[src/rtl/mips_ctrl_pkg.sv]
// rtl/mips_ctrl_pkg.sv - MIPS control-flow encodings shared by decode-side redirect logic
//
// Purpose: opcode/funct constants, the NOP word and a small control-flow
// classifier used by id_redirect_unit.
// Ports: none (package).
package mips_ctrl_pkg;

  localparam logic [5:0]  OP_RTYPE = 6'h00;
  localparam logic [5:0]  OP_J     = 6'h02;
  localparam logic [5:0]  OP_JAL   = 6'h03;
  localparam logic [5:0]  OP_BEQ   = 6'h04;
  localparam logic [5:0]  OP_BNE   = 6'h05;
  localparam logic [5:0]  FN_JR    = 6'h08;
  localparam logic [31:0] NOP      = 32'h0000_0000;

  typedef enum logic [2:0] {
    CF_NONE,
    CF_BEQ,
    CF_BNE,
    CF_JUMP,
    CF_JR
  } ctrl_kind_e;

  // Unknown opcodes and every R-type other than jr fall through to CF_NONE.
  function automatic ctrl_kind_e decode_ctrl(input logic [5:0] opcode,
                                             input logic [5:0] funct);
    ctrl_kind_e kind;
    kind = CF_NONE;
    case (opcode)
      OP_BEQ:   kind = CF_BEQ;
      OP_BNE:   kind = CF_BNE;
      OP_J,
      OP_JAL:   kind = CF_JUMP;
      OP_RTYPE: kind = (funct == FN_JR) ? CF_JR : CF_NONE;
      default:  kind = CF_NONE;
    endcase
    return kind;
  endfunction

endpackage

[src/rtl/branch_target_calc.sv]
// rtl/branch_target_calc.sv - combinational candidate-target generator for decode redirects
//
// Purpose: produce the three possible redirect addresses for the instruction in D.
// Ports:
//   pc            in  32  PC of the instruction in D
//   instr_low     in  26  instruction bits [25:0] (imm16 / index26)
//   rs_data       in  32  forwarded rs value
//   branch_target out 32  pc + 4 + (sign_ext(imm16) << 2)
//   jump_target   out 32  {(pc+4)[31:28], index26, 2'b00}
//   jr_target     out 32  rs_data with the low two bits cleared
module branch_target_calc (
  input  logic [31:0] pc,
  input  logic [25:0] instr_low,
  input  logic [31:0] rs_data,
  output logic [31:0] branch_target,
  output logic [31:0] jump_target,
  output logic [31:0] jr_target
);

  logic [31:0] pc_plus4;
  logic [31:0] branch_offset;

  assign pc_plus4      = pc + 32'd4;
  assign branch_offset = {{14{instr_low[15]}}, instr_low[15:0], 2'b00};

  assign branch_target = pc_plus4 + branch_offset;
  assign jump_target   = {pc_plus4[31:28], instr_low, 2'b00};
  assign jr_target     = rs_data & 32'hFFFF_FFFC;

endmodule

[src/rtl/id_redirect_unit.sv]
// rtl/id_redirect_unit.sv - IF/ID register with decode-stage branch/jump resolution
//
// Purpose: registers the fetched instruction/PC, resolves beq/bne/j/jal/jr in
// decode, drives the redirect back to fetch and kills the one wrong-path slot.
// Optional feature macro: ID_REDIRECT_STATS_EN (adds redirect/flush counters).
// Ports:
//   clk, rst          in   clock (rising edge), async active-high reset
//   instruction_F     in   32  instruction from fetch
//   PC_F              in   32  PC of instruction_F
//   stall_D           in   1   hold IF/ID, suppress redirect
//   rs_data_D         in   32  forwarded rs value
//   rt_data_D         in   32  forwarded rt value
//   PC_src            out  1   fetch takes PC_target
//   PC_target         out  32  redirect address (0 when PC_src=0)
//   instruction_D     out  32  registered instruction (NOP when killed)
//   PC_D              out  32  registered PC
//   valid_D           out  1   D slot holds a live instruction
//   link_we_D         out  1   jal in D, valid, not stalled
//   link_value_D      out  32  PC_D + 4
//   redirect_count    out  32  (stats build) saturating count of redirect cycles
//   flush_count       out  32  (stats build) saturating count of flush loads
module id_redirect_unit
  import mips_ctrl_pkg::*;
#(
  parameter logic [31:0] RESET_PC = 32'h0000_0000
) (
  input  logic        clk,
  input  logic        rst,
  input  logic [31:0] instruction_F,
  input  logic [31:0] PC_F,
  input  logic        stall_D,
  input  logic [31:0] rs_data_D,
  input  logic [31:0] rt_data_D,
  output logic        PC_src,
  output logic [31:0] PC_target,
  output logic [31:0] instruction_D,
  output logic [31:0] PC_D,
  output logic        valid_D,
  output logic        link_we_D,
  output logic [31:0] link_value_D
`ifdef ID_REDIRECT_STATS_EN
  ,
  output logic [31:0] redirect_count,
  output logic [31:0] flush_count
`endif
);

  ctrl_kind_e  kind;
  logic        taken;
  logic        flush_load;
  logic [31:0] branch_target;
  logic [31:0] jump_target;
  logic [31:0] jr_target;
  logic [31:0] selected_target;

  branch_target_calc u_target (
    .pc            (PC_D),
    .instr_low     (instruction_D[25:0]),
    .rs_data       (rs_data_D),
    .branch_target (branch_target),
    .jump_target   (jump_target),
    .jr_target     (jr_target)
  );

  always_comb begin
    kind            = decode_ctrl(instruction_D[31:26], instruction_D[5:0]);
    taken           = 1'b0;
    selected_target = 32'h0;
    case (kind)
      CF_BEQ: begin
        taken           = (rs_data_D == rt_data_D);
        selected_target = branch_target;
      end
      CF_BNE: begin
        taken           = (rs_data_D != rt_data_D);
        selected_target = branch_target;
      end
      CF_JUMP: begin
        taken           = 1'b1;
        selected_target = jump_target;
      end
      CF_JR: begin
        taken           = 1'b1;
        selected_target = jr_target;
      end
      default: begin
        taken           = 1'b0;
        selected_target = 32'h0;
      end
    endcase
  end

  // A killed slot has valid_D=0, so back-to-back redirects are impossible.
  // Stall masks the redirect entirely; it is re-evaluated once stall drops.
  assign PC_src       = valid_D & taken & ~stall_D;
  assign PC_target    = PC_src ? selected_target : 32'h0;
  assign link_we_D    = valid_D & ~stall_D & (instruction_D[31:26] == OP_JAL);
  assign link_value_D = PC_D + 32'd4;

  // PC_src already excludes stall, so every redirect edge is a flush edge.
  assign flush_load   = PC_src;

  always_ff @(posedge clk or posedge rst) begin
    if (rst) begin
      instruction_D <= NOP;
      PC_D          <= RESET_PC;
      valid_D       <= 1'b0;
    end else if (!stall_D) begin
      if (flush_load) begin
        instruction_D <= NOP;
        PC_D          <= PC_F;
        valid_D       <= 1'b0;
      end else begin
        instruction_D <= instruction_F;
        PC_D          <= PC_F;
        valid_D       <= 1'b1;
      end
    end
  end

`ifdef ID_REDIRECT_STATS_EN
  always_ff @(posedge clk or posedge rst) begin
    if (rst) begin
      redirect_count <= 32'h0;
      flush_count    <= 32'h0;
    end else begin
      if (PC_src && (redirect_count != 32'hFFFF_FFFF)) begin
        redirect_count <= redirect_count + 32'd1;
      end
      if (flush_load && (flush_count != 32'hFFFF_FFFF)) begin
        flush_count <= flush_count + 32'd1;
      end
    end
  end
`endif

endmodule

[config.mk]
export PLATFORM = sky130hd
export DESIGN_NAME = id_redirect_unit
export DESIGN_NICKNAME = d
export VERILOG_FILES = /design/src/rtl/mips_ctrl_pkg.sv /design/src/rtl/branch_target_calc.sv /design/src/rtl/id_redirect_unit.sv
export SDC_FILE = /design/constraint.sdc
export NUM_CORES = 1
export LEC_CHECK = 0
export ABC_CLOCK_PERIOD_IN_PS = 4600
export CORE_MARGIN = 8
export CORE_UTILIZATION = 25
export DETAILED_ROUTE_END_ITERATION = 8
export GPL_ROUTABILITY_DRIVEN = 0
export GPL_TIMING_DRIVEN = 0
export PLACE_DENSITY = 0.58
export SKIP_CTS_REPAIR_TIMING = 1
export SLEW_MARGIN = 10
export SYNTH_ARGS = -nofsm -noshare
export SYNTH_HDL_FRONTEND = slang
export SYNTH_HIERARCHICAL = 1
export SYNTH_SLANG_ARGS = --single-unit
[constraint.sdc]
create_clock -name clk -period 4.6 [get_ports clk]
set_clock_uncertainty 0.15 [all_clocks]
set_input_delay 0.92 -clock clk [delete_from_list [all_inputs] [get_ports clk]]
set_output_delay 0.92 -clock clk [all_outputs]
set_load 0.02 [all_outputs]
==> results.sh, run 1 <==
export IMPL_status="complete, but fails checks"
export IMPL_violations="setup timing"
export IMPL_route_met2_wl_um=13200
export IMPL_tns_ns=-2.97
export IMPL_max_stage_delay_ns=0.49
export IMPL_final_layout_size_suffix_gt1_frac=0.306
export IMPL_n_fill_cell=2771
export IMPL_vias_per_cell=4.72
export IMPL_ys_seq_area_frac=0.229
export IMPL_layout_nets=1342
export IMPL_netSwitchingPower_w=0.00141
export IMPL_grt_usage=0.162
export IMPL_r2r_setup_slack_ns=1.65
export IMPL_synth_top_area_frac=0.229
export IMPL_hp_class="register to register"
export IMPL_cts_tree="done"
export IMPL_synth_edf_count=0
export IMPL_slew_viol_final=0
export IMPL_path_clk_slew_ns=0.05
export IMPL_yosys_area_top_type="dfrtp_1"
export IMPL_die_width_um=185
export IMPL_wl_um=29800
export IMPL_synthCells=834
export IMPL_row_count=61
export IMPL_crit_type="register to output pin"
export IMPL_dpl_worst_slack_ns=-1.04
export IMPL_p_comb_frac=0.555
export IMPL_r2r_start="instruction_D[29]"
export IMPL_utilization=0.412
export IMPL_reg2regPathDepth=7
export IMPL_vias=7342
export IMPL_area_growth_synth_to_final_pct=61.7
export IMPL_netSwitchingFraction=0.399
export IMPL_max_slew_margin=0.328
export IMPL_start_kind="register"
export IMPL_holdWs_ns=0.403
export IMPL_syn_area_um2=7110
export IMPL_cap_violations=0
export IMPL_num_io_pins=262
export IMPL_peakVddDrop_mv=0.229
export IMPL_synth_seq_cells=65
export IMPL_worst_pin_slew_ns=1.01
export IMPL_synth_flop_cell="dfrtp_1"
export IMPL_path_cells="buf_6 -> ha_4 -> nand2_2 -> nor2_4 -> nand3_2 -> xnor2_2 -> ha_1 -> nand2_2 -> a2111o_1 -> a31o_1 -> a31oi_4 -> a22o_1 -> nor2_2 -> xnor2_2 -> a22oi_2 -> a211oi_2 -> buf_4"
export IMPL_required_ns=3.53
export IMPL_cellLeakagePower_nw=4.72
export IMPL_drc=0
export IMPL_crit_slowest_cell="dfrtp_2"
export IMPL_yosys_cell_count_top_type="dfrtp_1"
export IMPL_drt_iter0_markers=419
export IMPL_p_int_w=0.00213
export IMPL_die_y_um=185
export IMPL_synthTopCellsByCount="dfrtp_1 (65), buf_4 (64), nand2_1 (63), xor2_1 (58), xnor2_1 (57)"
export IMPL_grt_pass1_wl_um=42600
export IMPL_yosys_top_cells_area="dfrtp_1 (23%), xor2_1 (7.1%), xnor2_1 (7.0%)"
export IMPL_cp_arrival_ns=3.90
export IMPL_path_delay_family="compound AO/OA/AOI/OAI gates"
export IMPL_clockRootBuffer="clkbuf_16"
export IMPL_timing_rr_end="instruction_D[17]"
export IMPL_core_area_um2=27900
export IMPL_cts_buffers=9
export IMPL_placed_cell_area_um2=10200
export IMPL_wl_met3_um=2550
export IMPL_clk_latency_ns=0.34
export IMPL_postLayoutCellArea_um2=11500
export IMPL_h_tree_depth=3
export IMPL_endpoint_kind="output pin"
export IMPL_cp_max_fo=8
export IMPL_synth_cell_type_count=65
export IMPL_antenna_left=0
export IMPL_cp_num_buf_inv=2
export IMPL_max_freq_mhz=201
export IMPL_post_route_period_util=1.08
export IMPL_cp_num_cells=17
export IMPL_grt_pass1_vias=7117
export IMPL_layout_setup_ws_ns=-0.375
export IMPL_cp_endpoint="PC_target[25]"
export IMPL_wl_met1_um=13600
export IMPL_seqPwrFrac=0.227
export IMPL_port_buffers=261
export IMPL_p_per_area_nw_per_um2=308
export IMPL_start_util=0.255
export IMPL_clkSinkCount=65
export IMPL_grt_overflow_total=0
export IMPL_antenna_found_initial=1
export IMPL_cts_max_path_buffers=2
export IMPL_crit_start="PC_D[2]"
export IMPL_ys_warn_count=6
export IMPL_p_clk_frac=0.218
export IMPL_routed_top_layer="met4"
export IMPL_syn_area_per_cell_um2=8.53
export IMPL_setup_viol=14
export IMPL_dieArea_um2=34100
export IMPL_rsz0062_at_grt="yes"
export IMPL_firstDrtPassIters=5
export IMPL_drt_wirelength_per_cell_um=19.2
export IMPL_layout_min_cycle_time_ns=4.97
export IMPL_grt_max_degree=42
export IMPL_hold_viol=0
export IMPL_synthArstFlopShare=1.00
export IMPL_dp_hpwl_um=23700
## worst reg2reg max path, cell delays in order (launching register included)
cell      delay [ns]
dfrtp_1         0.40
or3_1           0.42
clkbuf_1        0.18
nor3b_2         0.57
o21ai_1         0.16
nand4_1         0.32
clkbuf_1        0.49
o21ai_1         0.13
## through the flow
| step | cells | total power [W] |
|---|---|---|
| global placement | 1476 | 0.00246 |
| detailed placement | 1477 | 0.00247 |
| floorplan | 837 | 0.00182 |
| global route | 1556 | 0.00376 |
| CTS | 1493 | 0.00327 |
| finish | 1556 | 0.00354 |
## placed cells by master (no fill, tap or decap), types with 12 or more instances in the layout
master           netlist  layout
nand4_1               16      16
dfrtp_2                0      18
nand3_1               22      21
mux2_2                32      32
o21ai_1               42      39
a21oi_1               38      26
buf_4                 64     147
clkdlybuf4s50_1        0     226
inv_1                 45      44
a21oi_2                1      12
xor2_1                58      57
ha_1                  38      25
a22oi_1               51      48
dfrtp_1               65      47
a211oi_2              16      18
clkbuf_1              28      24
xnor2_1               57      47
nor3_2                13      13
a22o_1                14      14
nand2_1               63      59
nor2_1                37      31
## kinds of logic (layout without fill, tap and decap cells)
kind of cell	count (synthesis)	count (layout)	share of synthesized area
xor+xnor	116	116	0.144
buf+inv	145	485	0.114
flops	65	65	0.229
other cells	1	5	0.000527
compound gates	228	228	0.227
mux	32	32	0.0507
simple gates	208	208	0.165
fa+ha+maj	39	39	0.0697
## state kept, by name (all words and copies together) (netlist names)
signal,count
instruction_D,32
valid_D,1
PC_D,32
## power by group through the flow
stage          Sequential [W]  Combinational, W  Clock, W
2_1_floorplan        0.000860          0.000955         0
3_3_place_gp         0.000819           0.00164         0
3_5_place_dp         0.000821           0.00165         0
4_1_cts              0.000811           0.00166  0.000802
5_1_grt              0.000820           0.00211  0.000829
6_report             0.000802           0.00196  0.000773
## how the worst min path moves through the flow
stage / from / to / slack, ns / cells past startpoint
2_1_floorplan: instruction_D[31] / instruction_D[31] / 0.50 / 2
3_3_place_gp: instruction_D[30] / instruction_D[30] / 0.39 / 2
3_5_place_dp: instruction_D[30] / instruction_D[30] / 0.39 / 2
4_1_cts: instruction_D[30] / instruction_D[30] / 0.41 / 2
5_1_grt: instruction_D[30] / instruction_D[30] / 0.44 / 2
6_report: instruction_D[30] / instruction_D[30] / 0.40 / 2
## area by class of cell
cell class	count	area [um2]	share of cell area
Multi-Input combinational cell	627	5190	0.452
Timing Repair Buffer	328	3050	0.265
Sequential cell	65	1650	0.143
Buffer	96	632	0.0550
Tap cell	378	473	0.0411
Clock buffer	11	253	0.0220
Inverter	45	171	0.0149
Clock inverter	5	77.6	0.00675
Antenna cell	1	2.50	0.000218
## per-layer routing
layer | global-route usage | vias to the layer above
met5 | 0 | -
met1 | 0.209 | 3450
met3 | 0.0510 | 19
li1 | - | 3615
met4 | 0.0455 | 0
met2 | 0.257 | 258
Note: power is estimated with default switching activity, not from simulation.
==> run 2, diff against run 1 <==
Settings changed: DONT_BUFFER_PORTS set to 1, PLACE_DENSITY 0.58 to 0.46.
==> results.sh, run 2 (same netlist as run 1, synthesis figures left out) <==
export IMPL_rsz0062_at_grt="yes"
export IMPL_netSwitchingPower_w=0.00145
export IMPL_seqPwrFrac=0.273
export IMPL_setup_viol=16
export IMPL_cp_max_fo=7
export IMPL_max_freq_mhz=193
export IMPL_row_count=61
export IMPL_top_usage_layer="met2"
export IMPL_multiInputGateArea_um2=5550
export IMPL_grt_pass1_wl_um=40500
export IMPL_vias=6338
export IMPL_placed_cell_area_um2=7640
export IMPL_grt_max_degree=42
export IMPL_netSwitchingFraction=0.423
export IMPL_grt_pass1_vias=6317
export IMPL_post_route_period_util=1.13
export IMPL_cap_violations=0
export IMPL_clockRootBuffer="clkbuf_16"
export IMPL_antennaDiodeCount=0
export IMPL_slew_viol_final=0
export IMPL_drc=0
export IMPL_cellLeakagePower_nw=3.64
export IMPL_p_clk_frac=0.254
export IMPL_peakVddDrop_mv=0.166
export IMPL_met3_usage=0.0541
export IMPL_clk_latency_ns=0.34
export IMPL_firstDrtPassIters=5
export IMPL_layout_nets=1060
export IMPL_grt_overflow_total=0
export IMPL_cts_buffers=9
export IMPL_core_area_um2=27900
export IMPL_p_comb_frac=0.473
export IMPL_endpoint_kind="output pin"
export IMPL_antenna_found_initial=0
export IMPL_max_stage_delay_ns=0.52
export IMPL_hp_class="primary input to async pin"
export IMPL_wl_um=29000
export IMPL_final_common_cell="buf_4"
export IMPL_layout_min_cycle_time_ns=5.19
export IMPL_num_io_pins=262
export IMPL_grtUsageMet1=0.201
export IMPL_worst_pin_slew_ns=1.35
export IMPL_start_kind="register"
export IMPL_h_tree_depth=3
export IMPL_n_fill_cell=2888
export IMPL_cp_arrival_ns=4.12
export IMPL_path_clk_slew_ns=0.06
export IMPL_cts_max_path_buffers=2
export IMPL_port_buffers=0
export IMPL_grt_use_met2=0.250
export IMPL_p_per_area_nw_per_um2=372
export IMPL_status="complete, but fails checks"
export IMPL_vias_per_cell=4.98
export IMPL_die_y_um=185
export IMPL_dp_hpwl_um=23000
export IMPL_drt_wirelength_per_cell_um=22.8
export IMPL_crit_slowest_cell="dfrtp_2"
export IMPL_r2r_start="instruction_D[26]"
export IMPL_final_layout_size_suffix_gt1_frac=0.370
export IMPL_area_growth_synth_to_final_pct=29.6
export IMPL_required_ns=3.53
export IMPL_crit_type="register to output pin"
export IMPL_path_delay_family="compound AO/OA/AOI/OAI gates"
export IMPL_layout_setup_ws_ns=-0.594
export IMPL_path_cells="and4_4 -> nand2_8 -> nor2_4 -> nand3_2 -> xnor2_2 -> ha_1 -> nand2_4 -> a2111o_1 -> a31o_4 -> a31oi_4 -> a22o_1 -> nor2_1 -> xnor2_1 -> a22oi_2 -> a211oi_4"
export IMPL_max_slew_margin=0.0992
export IMPL_start_util=0.255
export IMPL_p_int_w=0.00198
export IMPL_cts_tree="done"
export IMPL_postLayoutCellArea_um2=9210
export IMPL_clkSinkCount=65
export IMPL_top_regs="PC_D: 32 flops, instruction_D: 32 flops, valid_D: 1 flops"
export IMPL_regArea_um2=1650
export IMPL_die_width_um=185
export IMPL_antenna_left=0
export IMPL_cp_num_buf_inv=0
export IMPL_tns_ns=-5.56
export IMPL_dieArea_um2=34100
export IMPL_final_cell_mix="buf_4 (94), xor2_1 (54), nand2_1 (54)"
export IMPL_crit_start="PC_D[7]"
export IMPL_hold_viol=0
export IMPL_violations="setup timing"
export IMPL_grt_usage=0.158
export IMPL_drt_iter0_markers=366
==> run 2: cell type report <==
class,instances,area share
buffer,96,0.0686
clock buffer,12,0.0289
clock inverter,4,0.0106
inverter,45,0.0186
multi-input combinational,627,0.602
sequential,65,0.180
tap,378,0.0513
timing repair buffer,46,0.0405
==> run 2: stage by stage <==
| step | cells | power (W) | worst slack [ns] | utilization | hold WS, ns |
|---|---|---|---|---|---|
| floorplan | 837 | 0.00182 | 0.0313 | - | 0.502 |
| global placement | 1215 | 0.00215 | -0.832 | 0.272 | 0.536 |
| detailed placement | 1217 | 0.00216 | -0.875 | 0.274 | 0.548 |
| CTS | 1233 | 0.00305 | -1.27 | 0.287 | 0.279 |
| global route | 1273 | 0.00362 | -0.694 | 0.330 | 0.286 |
| finish | 1273 | 0.00343 | -0.594 | 0.330 | 0.275 |
==> run 2: worst reg2reg max path: stages (launching register included) <==
cell and delay, ns:
dfrtp_1 0.53, or4_1 0.62, nor4_4 0.53, o41ai_2 0.24
buf_2 0.20, clkbuf_1 0.33, a22oi_1 0.26, o21ai_1 0.09
==> run 2: routing by layer <==
layer | up-vias | routed length [um] | part of all wire
li1 | 3037 | - | -
met1 | 3034 | 12800 | 0.44
met2 | 251 | 13100 | 0.45
met3 | 16 | 2750 | 0.095
met4 | 0 | 442 | 0.015
met5 | - | 0 | 0
==> run 2: power by group through the flow <==
stage                     sequential [W]  clock [W]  combinational, W
after floorplan                 0.000860          0          0.000955
after global placement          0.000941          0           0.00121
after detailed placement        0.000943          0           0.00122
after CTS                       0.000931   0.000900           0.00122
after global routing            0.000960   0.000910           0.00175
final                           0.000935   0.000870           0.00162
==> run 2: path summary, 6_finish.rpt <==
path | slack, ns | cells after the start | to
setup / recovery | -0.59 | 15 | PC_target[25]
hold / removal | 0.27 | 1 | PC_D[3]
setup reg to reg | 1.52 | 7 | instruction_D[15]
hold reg to reg | 0.55 | 2 | instruction_D[30]
max in group asynchronous | 3.48 | 2 | PC_D[18]
min in group clk | 0.54 | 2 | instruction_D[23]
==> run 3, diff against run 2 <==
Settings changed: SLEW_MARGIN 10 to 20.
==> results of run 3 <==
Final layout, timing and power as in run 2 (identical DEF).
